$ cat src/rtl/acq_pkg.sv
// Shared types and constants for the acquisition framer.
package acq_pkg;

  // Default first header word.
  localparam logic [15:0] HDR_SYNC_DEF = 16'hA55A;

  // Header is sync word, sequence number, length.
  localparam int unsigned HDR_WORDS = 3;

  typedef enum logic [2:0] {
    StIdle,
    StHdr,
    StDelay,
    StCapture,
    StTrail
  } acq_state_e;

  // Frame checksum accumulation, wraps mod 2^16.
  function automatic logic [15:0] csum_add(input logic [15:0] acc, input logic [15:0] word);
    return acc + word;
  endfunction

endpackage

$ cat src/rtl/sample_packer.sv
// Pairs consecutive samples into one word: first sample low byte, second high byte.
module sample_packer #(
  parameter int unsigned DataW = 8
) (
  input  logic                 i_clk_sys,
  input  logic                 i_rst,
  input  logic                 i_clear,
  input  logic                 i_valid,
  input  logic [DataW-1:0]     i_data,
  input  logic                 i_flush,
  output logic                 o_pending,
  output logic                 o_word_valid,
  output logic [2*DataW-1:0]   o_word
);

  logic               pending_q, pending_d;
  logic [DataW-1:0]   low_q, low_d;
  logic               word_valid_q, word_valid_d;
  logic [2*DataW-1:0] word_q, word_d;

  // Next-state: collect low half, complete on second sample or on flush.
  always_comb begin
    pending_d    = pending_q;
    low_d        = low_q;
    word_d       = word_q;
    word_valid_d = 1'b0;
    if (i_clear) begin
      pending_d = 1'b0;
      low_d     = '0;
    end else if (i_valid) begin
      if (!pending_q) begin
        low_d     = i_data;
        pending_d = 1'b1;
      end else begin
        word_d       = {i_data, low_q};
        word_valid_d = 1'b1;
        pending_d    = 1'b0;
      end
    end else if (i_flush && pending_q) begin
      // Odd sample count: pad the missing high half with zero.
      word_d       = {{DataW{1'b0}}, low_q};
      word_valid_d = 1'b1;
      pending_d    = 1'b0;
    end
  end

  // State registers with synchronous reset.
  always_ff @(posedge i_clk_sys) begin
    if (i_rst) begin
      pending_q    <= 1'b0;
      low_q        <= '0;
      word_valid_q <= 1'b0;
      word_q       <= '0;
    end else begin
      pending_q    <= pending_d;
      low_q        <= low_d;
      word_valid_q <= word_valid_d;
      word_q       <= word_d;
    end
  end

  assign o_pending    = pending_q;
  assign o_word_valid = word_valid_q;
  assign o_word       = word_q;

endmodule

$ cat src/rtl/acq_framer.sv
// Acquisition framer: delay, capture and pack ADC samples into a header/data/trailer frame.
module acq_framer
  import acq_pkg::*;
#(
  parameter int unsigned AD_W     = 8,
  parameter logic [15:0] HDR_SYNC = HDR_SYNC_DEF
) (
  input  logic            i_clk_sys,
  input  logic            i_rst,
  input  logic            i_start,
  input  logic            i_abort,
  input  logic [15:0]     i_delay,
  input  logic [15:0]     i_len,
  input  logic            i_ad_valid,
  input  logic [AD_W-1:0] i_ad_data,
  input  logic            i_full,
  output logic            o_wr,
  output logic [15:0]     o_wr_data,
  output logic            o_busy,
  output logic            o_done,
  output logic            o_overflow
);

  localparam logic [1:0] HdrLast = 2'(HDR_WORDS - 1);

  acq_state_e  state_q, state_d;
  logic [15:0] seq_q, seq_d;
  logic [15:0] len_q, len_d;
  logic [15:0] dly_q, dly_d;
  logic [15:0] cnt_q, cnt_d;
  logic [1:0]  hdr_idx_q, hdr_idx_d;
  logic [15:0] csum_q, csum_d;
  logic        trail_sent_q, trail_sent_d;
  logic        wr_q, wr_d;
  logic [15:0] wr_data_q, wr_data_d;
  logic        done_q, done_d;
  logic        ovf_q, ovf_d;

  logic        pk_valid, pk_flush, pk_clear;
  logic        pk_pending, pk_word_valid;
  logic [15:0] pk_word;
  logic [15:0] hdr_word;

  sample_packer #(
    .DataW (AD_W)
  ) u_packer (
    .i_clk_sys    (i_clk_sys),
    .i_rst        (i_rst),
    .i_clear      (pk_clear),
    .i_valid      (pk_valid),
    .i_data       (i_ad_data),
    .i_flush      (pk_flush),
    .o_pending    (pk_pending),
    .o_word_valid (pk_word_valid),
    .o_word       (pk_word)
  );

  // Header word select.
  always_comb begin
    hdr_word = HDR_SYNC;
    case (hdr_idx_q)
      2'd1:    hdr_word = seq_q;
      2'd2:    hdr_word = len_q;
      default: hdr_word = HDR_SYNC;
    endcase
  end

  // FSM next-state, counters, checksum and write-port control.
  always_comb begin
    state_d      = state_q;
    seq_d        = seq_q;
    len_d        = len_q;
    dly_d        = dly_q;
    cnt_d        = cnt_q;
    hdr_idx_d    = hdr_idx_q;
    csum_d       = csum_q;
    trail_sent_d = trail_sent_q;
    wr_d         = 1'b0;
    wr_data_d    = wr_data_q;
    done_d       = 1'b0;
    ovf_d        = ovf_q;
    pk_valid     = 1'b0;
    pk_flush     = 1'b0;
    pk_clear     = 1'b0;

    unique case (state_q)
      StIdle: begin
        if (i_start) begin
          len_d        = i_len;
          dly_d        = i_delay;
          cnt_d        = i_len;
          ovf_d        = 1'b0;
          csum_d       = '0;
          hdr_idx_d    = '0;
          trail_sent_d = 1'b0;
          pk_clear     = 1'b1;
          state_d      = StHdr;
        end
      end
      StHdr: begin
        // Samples arriving here are ignored; header stalls on full.
        if (!i_full) begin
          wr_d      = 1'b1;
          wr_data_d = hdr_word;
          if (hdr_idx_q == HdrLast) begin
            state_d = (dly_q == '0) ? StCapture : StDelay;
          end else begin
            hdr_idx_d = hdr_idx_q + 2'd1;
          end
        end
      end
      StDelay: begin
        if (i_ad_valid) begin
          dly_d = dly_q - 16'd1;
          if (dly_q == 16'd1) state_d = StCapture;
        end
      end
      StCapture: begin
        if (i_ad_valid && (cnt_q != '0)) begin
          pk_valid = 1'b1;
          cnt_d    = cnt_q - 16'd1;
        end
        // ADC is never stalled: a word that meets a full FIFO is dropped.
        if (pk_word_valid) begin
          if (!i_full) begin
            wr_d      = 1'b1;
            wr_data_d = pk_word;
            csum_d    = csum_add(csum_q, pk_word);
          end else begin
            ovf_d = 1'b1;
          end
        end
        if (cnt_q == '0) begin
          if (pk_pending) begin
            pk_flush = 1'b1;
          end else if (!pk_word_valid) begin
            state_d = StTrail;
          end
        end
      end
      StTrail: begin
        // Done pulses one cycle after the trailer write, as busy falls.
        if (trail_sent_q) begin
          done_d  = 1'b1;
          seq_d   = seq_q + 16'd1;
          state_d = StIdle;
        end else if (!i_full) begin
          wr_d         = 1'b1;
          wr_data_d    = csum_q;
          trail_sent_d = 1'b1;
        end
      end
      default: state_d = StIdle;
    endcase

    // Abort overrides everything in a busy cycle, including a coincident start.
    if ((state_q != StIdle) && i_abort) begin
      state_d  = StIdle;
      seq_d    = seq_q;
      wr_d     = 1'b0;
      done_d   = 1'b0;
      ovf_d    = ovf_q;
      pk_valid = 1'b0;
      pk_flush = 1'b0;
      pk_clear = 1'b1;
    end
  end

  // State registers with synchronous reset.
  always_ff @(posedge i_clk_sys) begin
    if (i_rst) begin
      state_q      <= StIdle;
      seq_q        <= '0;
      len_q        <= '0;
      dly_q        <= '0;
      cnt_q        <= '0;
      hdr_idx_q    <= '0;
      csum_q       <= '0;
      trail_sent_q <= 1'b0;
      wr_q         <= 1'b0;
      wr_data_q    <= '0;
      done_q       <= 1'b0;
      ovf_q        <= 1'b0;
    end else begin
      state_q      <= state_d;
      seq_q        <= seq_d;
      len_q        <= len_d;
      dly_q        <= dly_d;
      cnt_q        <= cnt_d;
      hdr_idx_q    <= hdr_idx_d;
      csum_q       <= csum_d;
      trail_sent_q <= trail_sent_d;
      wr_q         <= wr_d;
      wr_data_q    <= wr_data_d;
      done_q       <= done_d;
      ovf_q        <= ovf_d;
    end
  end

  assign o_wr       = wr_q;
  assign o_wr_data  = wr_data_q;
  assign o_busy     = (state_q != StIdle);
  assign o_done     = done_q;
  assign o_overflow = ovf_q;

endmodule

$ cat config.mk
export PLATFORM = sky130hd
export DESIGN_NAME = acq_framer
export DESIGN_NICKNAME = d
export VERILOG_FILES = /design/src/rtl/acq_pkg.sv /design/src/rtl/sample_packer.sv /design/src/rtl/acq_framer.sv
export SDC_FILE = /design/constraint.sdc
export NUM_CORES = 1
export LEC_CHECK = 0
export CAP_MARGIN = 20
export CORE_MARGIN = 2
export CORE_UTILIZATION = 35
export DETAILED_ROUTE_END_ITERATION = 8
export SYNTH_ARGS = -nofsm -noshare
export SYNTH_HDL_FRONTEND = slang
export SYNTH_HIERARCHICAL = 1
export SYNTH_SLANG_ARGS = --single-unit
export TNS_END_PERCENT = 5
$ cat constraint.sdc
create_clock -name i_clk_sys -period 5.9 [get_ports i_clk_sys]
set_input_delay 0.885 -clock i_clk_sys [delete_from_list [all_inputs] [get_ports i_clk_sys]]
set_output_delay 0.885 -clock i_clk_sys [all_outputs]
set_load 0.05 [all_outputs]
==> results of run 1 <==
layout make-up:
type                            count  area share, %
Multi-Input combinational cell    677          48.26
Timing Repair Buffer               72          8.378
Inverter                           20         0.8977
Clock buffer                       23          5.595
Clock inverter                      9          1.541
Sequential cell                   131          31.36
Tap cell                          265          3.965
cell usage in the layout, fill, tap and decap left out, drive strengths merged, types with 4 or more instances in the layout:
cell type and count:
o22ai 7, xnor2 10, o21a 4, a22o 18, inv 19, nand2 145, xor2 9, o21ai 51
mux2i 11, o211ai 8, nand4b 5, clkinv 5, a21o 4, clkdlybuf4s50 64, a222oi 8, a211oi 30
nand3 23, ha 23, o31a 4, nor2 98, nor3b 6, nand4 7, dfxtp 131, nand2b 5
nor3 17, nor4 9, nand3b 6, buf 8, and3 8, or3 11, a22oi 7, a221oi 19
a21oi 86, clkbuf 23
logic make-up (layout without fill, tap and decap cells):
logic type	after synthesis	after routing	share of synthesized area (%)
AO/OA/AOI/OAI	269	269	25.31
XOR/XNOR	19	19	2.396
adder cells (fa/ha/maj)	24	24	4.432
buffers and inverters	74	124	4.305
flip-flops	131	131	37.76
multiplexers	11	11	1.585
AND/OR/NAND/NOR	354	354	24.21
state kept, by name, indices dropped and copies added (netlist names):
| name | cells |
|---|---|
| u_packer/o_word_valid | 1 |
| len_q | 16 |
| o_wr | 1 |
| csum_q | 16 |
| o_overflow | 1 |
| u_packer/o_pending | 1 |
| seq_q | 16 |
| u_packer/low_q | 8 |
| trail_sent_q | 1 |
| u_packer/o_word | 16 |
| o_done | 1 |
| o_wr_data | 16 |
| dly_q | 16 |
| state_q | 3 |
| cnt_q | 16 |
| hdr_idx_q | 2 |
layer usage:
metal | GRT usage (%) | share of wire (%)
met2 | 28.75 | 46
met1 | 25.44 | 48
met3 | 3.817 | 4.8
met4 | 6.234 | 2.1
met5 | 0 | 0
worst max-delay path by stage:
stage / start / end / slack, ns / depth (start not counted)
after global routing: state_q[2] / o_wr_data[0] / 2.29 / 6
after CTS: state_q[2] / o_wr_data[0] / 2.58 / 6
after floorplan: i_start / u_packer/o_word[10] / 3.34 / 9
after detailed placement: i_start / dly_q[14] / 2.34 / 7
final: state_q[2] / o_wr_data[0] / 2.54 / 6
after global placement: i_start / dly_q[14] / 2.33 / 7
worst max-delay path: stages, from the launching register on:
cell and delay, ns:
dfxtp_1 0.62, inv_2 0.15, nand3_1 0.76, nand2_1 0.45
nor2_1 0.71, a222oi_1 0.30, a211oi_1 0.28
where the power goes:
| part | leakage [nW] | total, mW | switching, mW | internal (mW) |
|---|---|---|---|---|
| Clock | 0.287 | 1.07 | 0.385 | 0.686 |
| Combinational | 1.65 | 0.303 | 0.191 | 0.111 |
| Sequential | 1.07 | 0.955 | 0.0330 | 0.922 |
| Total | 3.00 | 2.33 | 0.610 | 1.72 |
==> results.ini, run 1 <==
[floorplan]
initial_core_util_pct=35.69
row_count=51
die-area_mm2=0.02099
die_h_um=144.9
core_area_mm2=0.01946
die_w_um=144.9
boundaryPins=66

[detailed_routing]
drc_errors=0
wl_per_cell_um=15.95
drt-pass1-iter-count=5
final_antenna_net_count=0
via_count=6555
routed_wl_mm=19.10
vias_per_cell=5.476
drtIter0Drc=547

[worst_hold_path]
hold_class=register to register
whs_path_depth=2
hold_start=u_packer/low_q[5]
holdPathEnd=u_packer/o_word[5]

[synth]
synth_common_cells=nand2_1 (145), dfxtp_1 (131), nor2_1 (97)
yosysSeqAreaShare_pct=37.76
synth-seq-cells=131
yosys-top-cells-area=dfxtp_1 (38%), nand2_1 (7.8%), a21oi_1 (6.2%)
syn_inst=882
synth_flop_cell=dfxtp_1
synth_top_area_share_pct=37.76
synth-edff-count=0
syn-cell-area_mm2=0.006945
yosysMostFrequentCell=nand2_1
async_reset_ff_share_pct=0
synth_nets=952
yosysUniqueCellTypes=67
avgSynthCellArea_um2=7.875
yosysWarnings=6
synth_largest_area_cell=dfxtp_1

[worst_setup_path]
cp_max_fo=27
r2r_cells=6
rr_endpoint=o_wr_data[0]
worst_setup_path_end_kind=register
ff2ff_setup_slack_ns=2.54
critical_path_class=register to register
timing.rr.start=state_q[2]
cp.arrival_ns=3.69
crit_required_ns=6.23
cp-start-kind=register

[clocking]
cts_hold_buf=0
ctsResizeCount=0
clk_latency_ns=0.41
post_cts_buffers=0
clk_pin_slew_ns=0.06
numCtsBuffers=17
h-tree-depth=4
clock_sinks=131
cts.path.max_buffers=2
root_buffer=clkbuf_16
cts_tree=done

[global_routing]
grt_start_max_net_pins=62
grt_first_pass_wirelength_mm=30.50
track_usage_pct=18.46
grt_pass1_vias=5793
antenna_found_initial=0
grt_overflow_total=0

[power_and_ir_drop]
power_mw=2.329
p_leak_nw=3.001
peakVddDrop_mv=0.1804
p_per_area_mw_per_mm2=278.5

[layout]
antenna_cells=0
area_growth_syn_to_layout_pct=20.41
seq_area_mm2=0.002623
drive_above_1_share_pct=5.901
finalNetCount=989
stdcell_count=1197
fill_cells=1919
multi_input_area_mm2=0.004036
final_core_util_pct=42.97
fin_area_mm2=0.008363

[timing]
fin_skew_ns=0.01255
worst_slack_ns=2.541
final_max_slew_viol_count=0
setup_viol=0
worst_hold_slack_ns=0.4485
fmax_ghz=0.2977
min_period_ns=3.359
setup_tns_ns=0
worstMarginPinSlew_ns=1.017
hold_violations=0
period_share_pct=56.93
rsz0062_at_grt=false
slew_headroom_pct=32.19

[outcome]
status=finished, final reports clean

[placement]
placed_cell_area_mm2=0.007759
pre_cts_ws_ns=2.337
place_inst=1164
port_buffers=65
gp_congestion=0.8490
hpwlAfterDp_mm=13.46

[run]
max_cap_violations=0

(Power assumes the default switching activity.)
==> inputs of run 2 (changes only) <==
Clock period 5.9 ns to 3.46 ns, I/O delays scaled along.
==> results.ini, run 2 (synthesis results as in run 1) <==
[timing]
period_share_pct=79.82  ; +23 points
fin_skew_ns=0.009633  ; -0.002922 ns
worst_slack_ns=0.6983  ; -1.843 ns
setup_tns_ns=0  ; unchanged
setup_viol=0  ; unchanged
final_max_slew_viol_count=0  ; unchanged
min_period_ns=2.762  ; -0.5972 ns
rsz0062_at_grt=false
hold_violations=0  ; unchanged
fmax_ghz=0.3621  ; +22%
worst_hold_slack_ns=0.4568  ; +0.008376 ns
worstMarginPinSlew_ns=0.9574  ; -0.05971 ns
slew_headroom_pct=35.59  ; +3.4 points

[power_and_ir_drop]
peakVddDrop_mv=0.3082  ; +71%
p_per_area_mw_per_mm2=465.4  ; +67%
p_leak_nw=3.050  ; +1.6%

[layout]
most-common-layout-cells=nand2_1 (145), dfxtp_1 (131), nor2_1 (96)
antenna_cells=0  ; unchanged
finalNetCount=1000  ; +1.1%
stdcell_count=1208  ; +0.92%
drive_above_1_share_pct=7.317  ; +1.4 points
final_common_cell=nand2_1
final_core_util_pct=43.24  ; +0.27 points
area_growth_syn_to_layout_pct=21.17

[detailed_routing]
wl_per_cell_um=16.17  ; +1.4%
vias_per_cell=5.445  ; -0.56%
via_count=6578  ; +0.35%
drc_errors=0  ; unchanged
routed_wl_mm=19.54  ; +2.3%
drt-pass1-iter-count=7  ; +2
final_antenna_net_count=0  ; unchanged
drtIter0Drc=596  ; +9.0%

[floorplan]
die_w_um=144.9  ; unchanged
die_h_um=144.9  ; unchanged
initial_core_util_pct=35.69  ; unchanged
core_area_mm2=0.01946  ; unchanged
die-area_mm2=0.02099  ; unchanged
boundaryPins=66  ; unchanged
row_count=51  ; unchanged

[global_routing]
antenna_found_initial=0  ; unchanged
grt_overflow_total=0  ; unchanged
grt_start_max_net_pins=57  ; -8.1%
grt_first_pass_wirelength_mm=31.35  ; +2.8%
track_usage_pct=19.09  ; +0.62 points
grt_pass1_vias=5955  ; +2.8%

[worst_setup_path]
cp-start-kind=register
critPathTopFamily=simple AND/OR/NAND/NOR gates
cpMaxStageDelayCell=dfxtp_1
worst_setup_path_end_kind=register
critPathMaxStageDelay_ns=0.71  ; -0.05 ns
cp_max_fo=35  ; +30%
critical_path_class=register to register
path_cells=and3_1 > buf_4 > nand3b_1 > nor3_1 > nor2_1 > nor3_4 > mux2i_1
crit_required_ns=3.81  ; -2.42 ns
cp.buffers_inverters=1  ; unchanged
cp.arrival_ns=3.12  ; -0.57 ns

[placement]
port_buffers=65  ; unchanged
hpwlAfterDp_mm=13.79  ; +2.4%
place_inst=1176  ; +1.0%
gp_congestion=0.8947  ; +5.4%
pre_cts_ws_ns=0.6231  ; -1.714 ns

[worst_hold_path]
hold_class=register to register

[clocking]
cts_hold_buf=0  ; unchanged
clk_pin_slew_ns=0.06  ; about the same
root_buffer=clkbuf_16
cts.path.max_buffers=2  ; unchanged
clock_sinks=131  ; unchanged
h-tree-depth=4  ; unchanged
numCtsBuffers=17  ; unchanged
ctsResizeCount=0  ; unchanged
post_cts_buffers=0  ; unchanged
clk_latency_ns=0.43  ; +0.02 ns
cts_tree=done

[outcome]
status=finished, final reports clean

[run]
max_cap_violations=0  ; unchanged

==> run 2: layout make-up <==
cell class,count,area [µm²]
Fill cell,1983,11050
Multi-Input combinational cell,677,4036
Sequential cell,131,2623
Timing Repair Buffer,83,783.3
Clock buffer,18,429.2
Tap cell,265,331.6
Clock inverter,14,137.6
Inverter,20,75.07
==> run 2: metal layers <==
layer  track usage (%)  routed length (µm)  part of all wire (%)
met1             26.05                9424                    48
met2             30.36                9007                    46
met3             3.916                 820                   4.2
met4             5.825                 285                   1.5
met5                 0                   0                     0
==> run 2: path summary, 6_finish.rpt <==
kind / startpoint / to / slack (ns) / cells after the start
max: state_q[1] / u_packer/o_word[1] / 0.70 / 7
min: len_q[0] / len_q[0] / 0.46 / 2
max reg2reg: state_q[1] / u_packer/o_word[1] / 0.70 / 7
min reg2reg: len_q[0] / len_q[0] / 0.46 / 2
==> run 2: worst register-to-register path, cell delays in order (launching register included) <==
cell      delay, ns
dfxtp_1        0.71
and3_1         0.28
buf_4          0.38
nand3b_1       0.11
nor3_1         0.33
nor2_1         0.19
nor3_4         0.44
mux2i_1        0.24
==> run 2: stage by stage <==
step / instance area (µm²) / total power [mW]
final: 8416 / 3.916
after global placement: 7849 / 2.186
after detailed placement: 7849 / 2.190
after floorplan: 6945 / 1.992
after global routing: 8416 / 4.074
after CTS: 8416 / 3.947
==> run 2: power by group <==
group / total (mW) / internal, mW / switching, mW / leakage [nW]
Combinational: 0.537 / 0.201 / 0.336 / 1.70
Clock: 1.76 / 1.05 / 0.704 / 0.283
Sequential: 1.62 / 1.57 / 0.0494 / 1.07
